$ cat src/rtl/mem_port_arbiter.sv
// rtl/mem_port_arbiter.sv - shares one memory port between fetch and M-stage accesses
//
// Purpose: sequences at most one data access, then one instruction fetch, per
// pipeline step, and holds the pipeline (stall) until both have completed.
// Data goes first so the older instruction completes first and fetch is never starved.
//
// Ports:
//   clk, reset             clock, synchronous active-low reset
//   i_req, pcF, instrF     fetch request, fetch address, fetched instruction
//   d_req, memwriteM,      M-stage access request, store/load select,
//   aluoutM, writedataM,   data address, store data,
//   readdataM              load data
//   stall                  hold all pipeline registers this cycle
//   mem_req/we/addr/wdata  memory request, held until mem_ready
//   mem_ready, mem_rdata   one-cycle completion pulse and read data
//
// Build option: MEMARB_IBUF_EN adds a one-entry fetch buffer that lets a repeated
// fetch of the same word skip the memory access.

module mem_port_arbiter #(
  parameter int AW = 32,
  parameter int DW = 32
) (
  input  logic          clk,
  input  logic          reset,
  input  logic          i_req,
  input  logic [AW-1:0] pcF,
  output logic [DW-1:0] instrF,
  input  logic          d_req,
  input  logic          memwriteM,
  input  logic [AW-1:0] aluoutM,
  input  logic [DW-1:0] writedataM,
  output logic [DW-1:0] readdataM,
  output logic          stall,
  output logic          mem_req,
  output logic          mem_we,
  output logic [AW-1:0] mem_addr,
  output logic [DW-1:0] mem_wdata,
  input  logic          mem_ready,
  input  logic [DW-1:0] mem_rdata
);

  typedef enum logic [1:0] {
    IDLE  = 2'd0,
    DBUSY = 2'd1,
    IBUSY = 2'd2,
    DONE  = 2'd3
  } state_t;

  state_t        state_q, state_d;
  logic [DW-1:0] instr_q, instr_d;
  logic [DW-1:0] rdata_q, rdata_d;

  logic          stall_c;
  logic          req_c;
  logic          we_c;
  logic [AW-1:0] addr_c;
  logic [DW-1:0] wdata_c;

  // fetch_hit: the buffered word serves this step's fetch without a memory access
  logic          fetch_hit;
  logic [DW-1:0] hit_instr;

`ifdef MEMARB_IBUF_EN
  logic          ibuf_valid_q, ibuf_valid_d;
  logic [AW-3:0] ibuf_addr_q, ibuf_addr_d;
  logic [DW-1:0] ibuf_data_q, ibuf_data_d;
  logic          store_kill;

  // A store in this step that overwrites the buffered word invalidates it, and
  // the fetch of that same step must already see the entry as gone.
  assign store_kill = d_req && memwriteM && (aluoutM[AW-1:2] == ibuf_addr_q);
  assign fetch_hit  = ibuf_valid_q && (ibuf_addr_q == pcF[AW-1:2]) && !store_kill;
  assign hit_instr  = ibuf_data_q;
`else
  assign fetch_hit  = 1'b0;
  assign hit_instr  = '0;
`endif

  always_comb begin
    state_d = state_q;
    instr_d = instr_q;
    rdata_d = rdata_q;
`ifdef MEMARB_IBUF_EN
    ibuf_valid_d = ibuf_valid_q;
    ibuf_addr_d  = ibuf_addr_q;
    ibuf_data_d  = ibuf_data_q;
`endif
    stall_c = 1'b0;
    req_c   = 1'b0;
    we_c    = 1'b0;
    addr_c  = '0;
    wdata_c = '0;

    case (state_q)
      IDLE: begin
        stall_c = d_req | i_req;
        if (d_req) begin
          state_d = DBUSY;
        end else if (i_req) begin
          if (fetch_hit) begin
            state_d = DONE;
            instr_d = hit_instr;
          end else begin
            state_d = IBUSY;
          end
        end
      end

      DBUSY: begin
        stall_c = 1'b1;
        req_c   = 1'b1;
        we_c    = memwriteM;
        addr_c  = aluoutM;
        wdata_c = writedataM;
        if (mem_ready) begin
          if (!memwriteM) begin
            rdata_d = mem_rdata;
          end
`ifdef MEMARB_IBUF_EN
          if (store_kill) begin
            ibuf_valid_d = 1'b0;
          end
`endif
          if (i_req && fetch_hit) begin
            state_d = DONE;
            instr_d = hit_instr;
          end else if (i_req) begin
            state_d = IBUSY;
          end else begin
            state_d = DONE;
          end
        end
      end

      IBUSY: begin
        stall_c = 1'b1;
        req_c   = 1'b1;
        addr_c  = pcF;
        if (mem_ready) begin
          instr_d = mem_rdata;
          state_d = DONE;
`ifdef MEMARB_IBUF_EN
          ibuf_valid_d = 1'b1;
          ibuf_addr_d  = pcF[AW-1:2];
          ibuf_data_d  = mem_rdata;
`endif
        end
      end

      DONE: begin
        state_d = IDLE;
      end

      default: begin
        state_d = IDLE;
      end
    endcase

    // While reset is held the port is quiet and the pipeline is not held,
    // so an abandoned access drops its request immediately.
    if (!reset) begin
      stall_c = 1'b0;
      req_c   = 1'b0;
      we_c    = 1'b0;
      addr_c  = '0;
      wdata_c = '0;
    end
  end

  always_ff @(posedge clk) begin
    if (!reset) begin
      state_q <= IDLE;
      instr_q <= '0;
      rdata_q <= '0;
`ifdef MEMARB_IBUF_EN
      ibuf_valid_q <= 1'b0;
      ibuf_addr_q  <= '0;
      ibuf_data_q  <= '0;
`endif
    end else begin
      state_q <= state_d;
      instr_q <= instr_d;
      rdata_q <= rdata_d;
`ifdef MEMARB_IBUF_EN
      ibuf_valid_q <= ibuf_valid_d;
      ibuf_addr_q  <= ibuf_addr_d;
      ibuf_data_q  <= ibuf_data_d;
`endif
    end
  end

  assign stall     = stall_c;
  assign mem_req   = req_c;
  assign mem_we    = we_c;
  assign mem_addr  = addr_c;
  assign mem_wdata = wdata_c;
  assign instrF    = instr_q;
  assign readdataM = rdata_q;

endmodule

$ cat config.mk
export PLATFORM = sky130hd
export DESIGN_NAME = mem_port_arbiter
export DESIGN_NICKNAME = d
export VERILOG_FILES = /design/src/rtl/mem_port_arbiter.sv
export SDC_FILE = /design/constraint.sdc
export NUM_CORES = 1
export LEC_CHECK = 0
export BUFFER_PORTS_ARGS = -buffer_cell sky130_fd_sc_hd__buf_4
export CAP_MARGIN = 20
export CORE_AREA = 2 2 104 106
export CTS_CLUSTER_SIZE = 40
export DETAILED_ROUTE_END_ITERATION = 16
export DIE_AREA = 0 0 106 108
export GPL_ROUTABILITY_DRIVEN = 1
export PLACE_DENSITY_LB_ADDON = 0.25
export SYNTH_ARGS = -nofsm -noshare
export SYNTH_HDL_FRONTEND = slang
export SYNTH_SLANG_ARGS = --single-unit
$ cat constraint.sdc
create_clock -name clk -period 2 [get_ports clk]
set_clock_uncertainty 0.15 [all_clocks]
set_input_delay 0 -clock clk [delete_from_list [all_inputs] [get_ports clk]]
set_output_delay 0 -clock clk [all_outputs]
set_load 0.02 [all_outputs]
======== Word-level counts from Yosys, hierarchy flattened ========
Cells that the tools add are included.
word-level totals
  logic and storage cells ................. 32
  register bits after elaboration ......... 66
cells by class
  reductions and logical operators ........ 5
  equality and inequality tests ........... 6
  bitwise logic cells ..................... 2
  mux-type cells .......................... 16
operators with widths
  operator                                                               number
  32-bit 2-to-1 mux                                                      3
  32-bit one-hot mux with 2 select lines                                 1
  2-bit 2-to-1 mux                                                       4
  2-bit one-hot mux with 4 select lines                                  1
  1-bit 2-to-1 mux                                                       6
  3-bit AND reduction                                                    2
  2-bit equality test, second input constant                             2
  2-bit != test, second input constant                                   2
  3-bit != test, second input constant                                   1
  2-bit by 1-bit equality test with 1-bit output, second input constant  1
  2-bit logical NOT                                                      1
  1-bit one-hot mux with 2 select lines                                  1
  2-bit AND reduction                                                    1
  2-bit OR reduction                                                     1
  1-bit NOT                                                              1
  1-bit OR                                                               1

======== Logic depth before layout (Yosys ltp) ========
  depth in word-level cells ............... 4
  depth in mapped cells ................... 8
  gate-level depth less buffers ........... 5

======== Worst setup path after synthesis ========
OpenSTA, ideal clock, no wires.
  kind .................................... reg2reg
  from .................................... register state_q[0]
  to ...................................... register instr_q[8] (netlist: instrF[8])
  slack ................................... 0.479 ns
  cell stages (with the launch flop) ...... 9
  arrival time ............................ 1.255 ns
  path through ............................ dfxtp_1 inv_1 ha_1 buf_4 and2_1 buf_4 buf_6 nand2_1 a21boi_1
on the way
  word-level cells in the longest chain between the ends .. 2
RTL lines
  element                               line  source
  from (decl)                           50    state_t state_q, state_d;
  from (signal assigned)                182   state_q <= state_d;
  2-bit equality test                   95    case (state_q)
  2-bit AND reduction (no source line)  n/a
  to (signal assigned)                  183   instr_q <= instr_d;
  to (decl)                             51    logic [DW-1:0] instr_q, instr_d;
No other way between the ends.
A chain may end at the register's enable or synchronous reset.

======== Worst setup path in the final report ========
  from .................................... register state_q[0]
  to ...................................... output port mem_addr[1]
on the way
  word-level cells in the longest chain between the ends .. 3
RTL lines
  element                                                                                       line  source
  2-bit equality test / 2-bit by 1-bit equality test with 1-bit output (equally long branches)  95
  32-bit one-hot mux with 2 select lines *                                                      95
  32-bit 2-to-1 mux *                                                                           162   if (!reset) begin
  to (decl)                                                                                     37    output logic [AW-1:0] mem_addr,
Mark *: on every way between the ends. The rest lies on a longest branch, timed or not.

==> flow_metrics.env <==
export IMPL_die_w_um=106
export IMPL_setup_violations=0
export IMPL_clockBufferDepth=2
export IMPL_grt_antenna_before_repair=0
export IMPL_hold_viol_final=0
export IMPL_critPathBufInv=3
export IMPL_worstMarginPinSlew_ns=0.5053
export IMPL_crit_chain="inv_1 -> ha_1 -> buf_8 -> a22oi_1 -> nor2_1 -> buf_4"
export IMPL_slowest_stage="dfxtp_2"
export IMPL_hp_class="input port to register"
export IMPL_cts_sinks=66
export IMPL_via_count=4000
export IMPL_p_int_uw=3118
export IMPL_initial_utilization=0.3311
export IMPL_cts_tree="done"
export IMPL_crit_arrival_ns=1.73
export IMPL_track_usage=0.2120
export IMPL_route_detailed_drc=0
export IMPL_p_leak_uw=0.002816
export IMPL_first_pass_iters=4
export IMPL_core_area_mm2=0.01023
export IMPL_postCtsSetupRepairBufs=0
export IMPL_path_clk_slew_ns=0.08
export IMPL_fp_row_count=37
export IMPL_max_stage_delay_ns=0.36
export IMPL_timing_fmax_ghz=0.5306
export IMPL_synth_nets=561
export IMPL_crit_path_start_kind="register"
export IMPL_maxSlewViolCount=0
export IMPL_place_gp_congestion=0.8427
export IMPL_grt_max_degree=66
export IMPL_finalCritPeriodShare=0.9423
export IMPL_ios=265
export IMPL_fin_nets=845
export IMPL_clkPwrFrac=0.225
export IMPL_wl_per_cell_um=15.16
export IMPL_combPwrFrac=0.476
export IMPL_timing_final_crit_period_ns=1.885
export IMPL_die_height_um=108
export IMPL_cp_top_family="buffers and inverters"
export IMPL_netlist_instances=422
export IMPL_final_core_util=0.5884
export IMPL_vdd_drop_max_uv=744.6
export IMPL_synth_seq_area_share=0.3901
export IMPL_yosys_warnings=0
export IMPL_ys_ff_latch=66
export IMPL_final_common_cell="buf_4"
export IMPL_layout_common_cells="buf_4, nand2_1, dfxtp_1"
export IMPL_seqPwrFrac=0.299
export IMPL_critPathCaptureType="output pin"
export IMPL_worstPathMaxFanout=32
export IMPL_syn_cell_area_mm2=0.003387
export IMPL_synth_cell_types=26
export IMPL_port_buffers=264
export IMPL_root_buffer="clkbuf_8"
export IMPL_powerDensity_mw_per_mm2=846.2
export IMPL_num_fill_cells=891
export IMPL_final_antenna_net_count=0
export IMPL_cts_inserted_buffers=9
export IMPL_clkLatencyLatePin_ns=0.34
export IMPL_totalWireLength_mm=12.84
export IMPL_grt_pass1_wl_mm=19.23
export IMPL_die_area_mm2=0.01145
export IMPL_swShare=0.3878
export IMPL_fin_tns_setup_ns=0
export IMPL_maxCapViolCount=0
export IMPL_critPathRequiredTime_ns=1.85
export IMPL_power_switching_uw=1976
export IMPL_syn_avg_cell_area_um2=8.026
export IMPL_routed_via_density=4.723
export IMPL_status="finished, final reports clean"
export IMPL_grt_pass1_vias=3877
export IMPL_antennaDiodeCount=0
export IMPL_layout_drive_gt1_share=0.4627
export IMPL_cts_htree_levels=3
export IMPL_slew_headroom=0.6631
export IMPL_grt_overflow_total=0
export IMPL_rsz0062_at_grt="no"
export IMPL_drt_first_iter_violations=169
export IMPL_dpl_hpwl_mm=9.493
export IMPL_worstSetupPathType="register to output pin"
export IMPL_areaGrowthSynthToFinish_pct=77.72
## kinds of logic after synthesis
| kind of cell | count (synthesis) | synth area share |
|---|---|---|
| compound gates | 100 | 0.2560 |
| fa+ha+maj | 5 | 0.01847 |
| flops | 66 | 0.3901 |
| mux | 2 | 0.005911 |
| buf+inv | 43 | 0.07019 |
| simple gates | 206 | 0.2593 |
## metrics by stage
step	hold slack (ns)	std cells	setup WS (ns)	instance area, um^2	total power [uW]
3_3_place_gp	0.1075	795	0.3967	5421	3811
2_1_floorplan	-0.01513	422	0.4788	3387	2972
3_5_place_dp	0.1140	795	0.3583	5421	3848
4_1_cts	0.01121	847	0.007590	5993	5070
5_1_grt	0.04004	847	0.01466	6020	5391
6_report	0.02420	847	0.1153	6020	5094
## worst register-to-register path: stages (launching register included)
cell      delay, ns
dfxtp_2        0.34
inv_1          0.10
ha_1           0.29
and2_1         0.19
buf_4          0.26
nand2_1        0.10
a21boi_0       0.17
## cell type report
type / instances / area, um^2 / share of cell area
well taps: 136 / 170.2 / 0.02827
multi-input cells: 313 / 1841 / 0.3058
flip-flops and latches: 66 / 1324 / 0.2199
inverters: 4 / 15.01 / 0.002494
clock buffers: 10 / 137.6 / 0.02286
clock inverters: 6 / 65.06 / 0.01081
repair buffers: 312 / 2467 / 0.4099
## power groups by stage
stage	Combinational, uW	Clock (uW)	Sequential, uW
global route	2610	1240	1540
floorplan	1300	0	1670
finish	2420	1150	1530
global placement	2270	0	1540
detailed placement	2300	0	1550
CTS	2380	1170	1520
## repair_timing
action | in CTS | in global routing
hold endpoints to repair | 66 | 0
hold buffers | 36 | 0
resized for setup | 2 | 8
endpoints found under the setup margin | 3 | 44
## flip-flops by register name, indices dropped and copies added, names as in the netlist
| register | cells |
|---|---|
| state_q | 2 |
| instrF | 32 |
| readdataM | 32 |
## layer usage
layer  vias up  track usage  part of all wire
met5         -            0                 0
met4         0      0.07519             0.023
met3        23      0.04461             0.064
met2       171       0.3880              0.50
met1      1828       0.2447              0.41
li1       1978            -                 -
## path summary, 6_finish.rpt
| kind | startpoint | to | slack, ns | cells past startpoint |
|---|---|---|---|---|
| setup / recovery | state_q[0] | mem_addr[1] | 0.12 | 6 |
| hold / removal | reset | state_q[0] | 0.02 | 3 |
| setup reg to reg | state_q[0] | instrF[6] | 0.31 | 6 |
| hold reg to reg | instrF[28] | instrF[28] | 0.30 | 2 |
## cell usage after synthesis
cell type | n | share of area
a21oi_1 | 1 | 0.0015
o311ai_0 | 1 | 0.0026
inv_1 | 4 | 0.0044
dfxtp_1 | 66 | 0.39
mux2i_1 | 2 | 0.0059
a21boi_1 | 30 | 0.066
and2_1 | 1 | 0.0018
clkbuf_1 | 18 | 0.020
nor3b_1 | 1 | 0.0022
buf_2 | 10 | 0.015
nand3b_1 | 1 | 0.0022
buf_6 | 6 | 0.020
nor2_1 | 33 | 0.037
and3_1 | 33 | 0.061
and3b_1 | 1 | 0.0026
ha_1 | 5 | 0.018
nor2b_1 | 1 | 0.0018
buf_4 | 5 | 0.011
o22ai_2 | 1 | 0.0037
nand2_1 | 133 | 0.15
a21boi_0 | 4 | 0.0089
or2_2 | 1 | 0.0018
a22oi_1 | 32 | 0.071
o211ai_1 | 1 | 0.0022
a21boi_2 | 30 | 0.10
nand2b_1 | 1 | 0.0018
No activity file was read; power rests on OpenSTA's default activity.
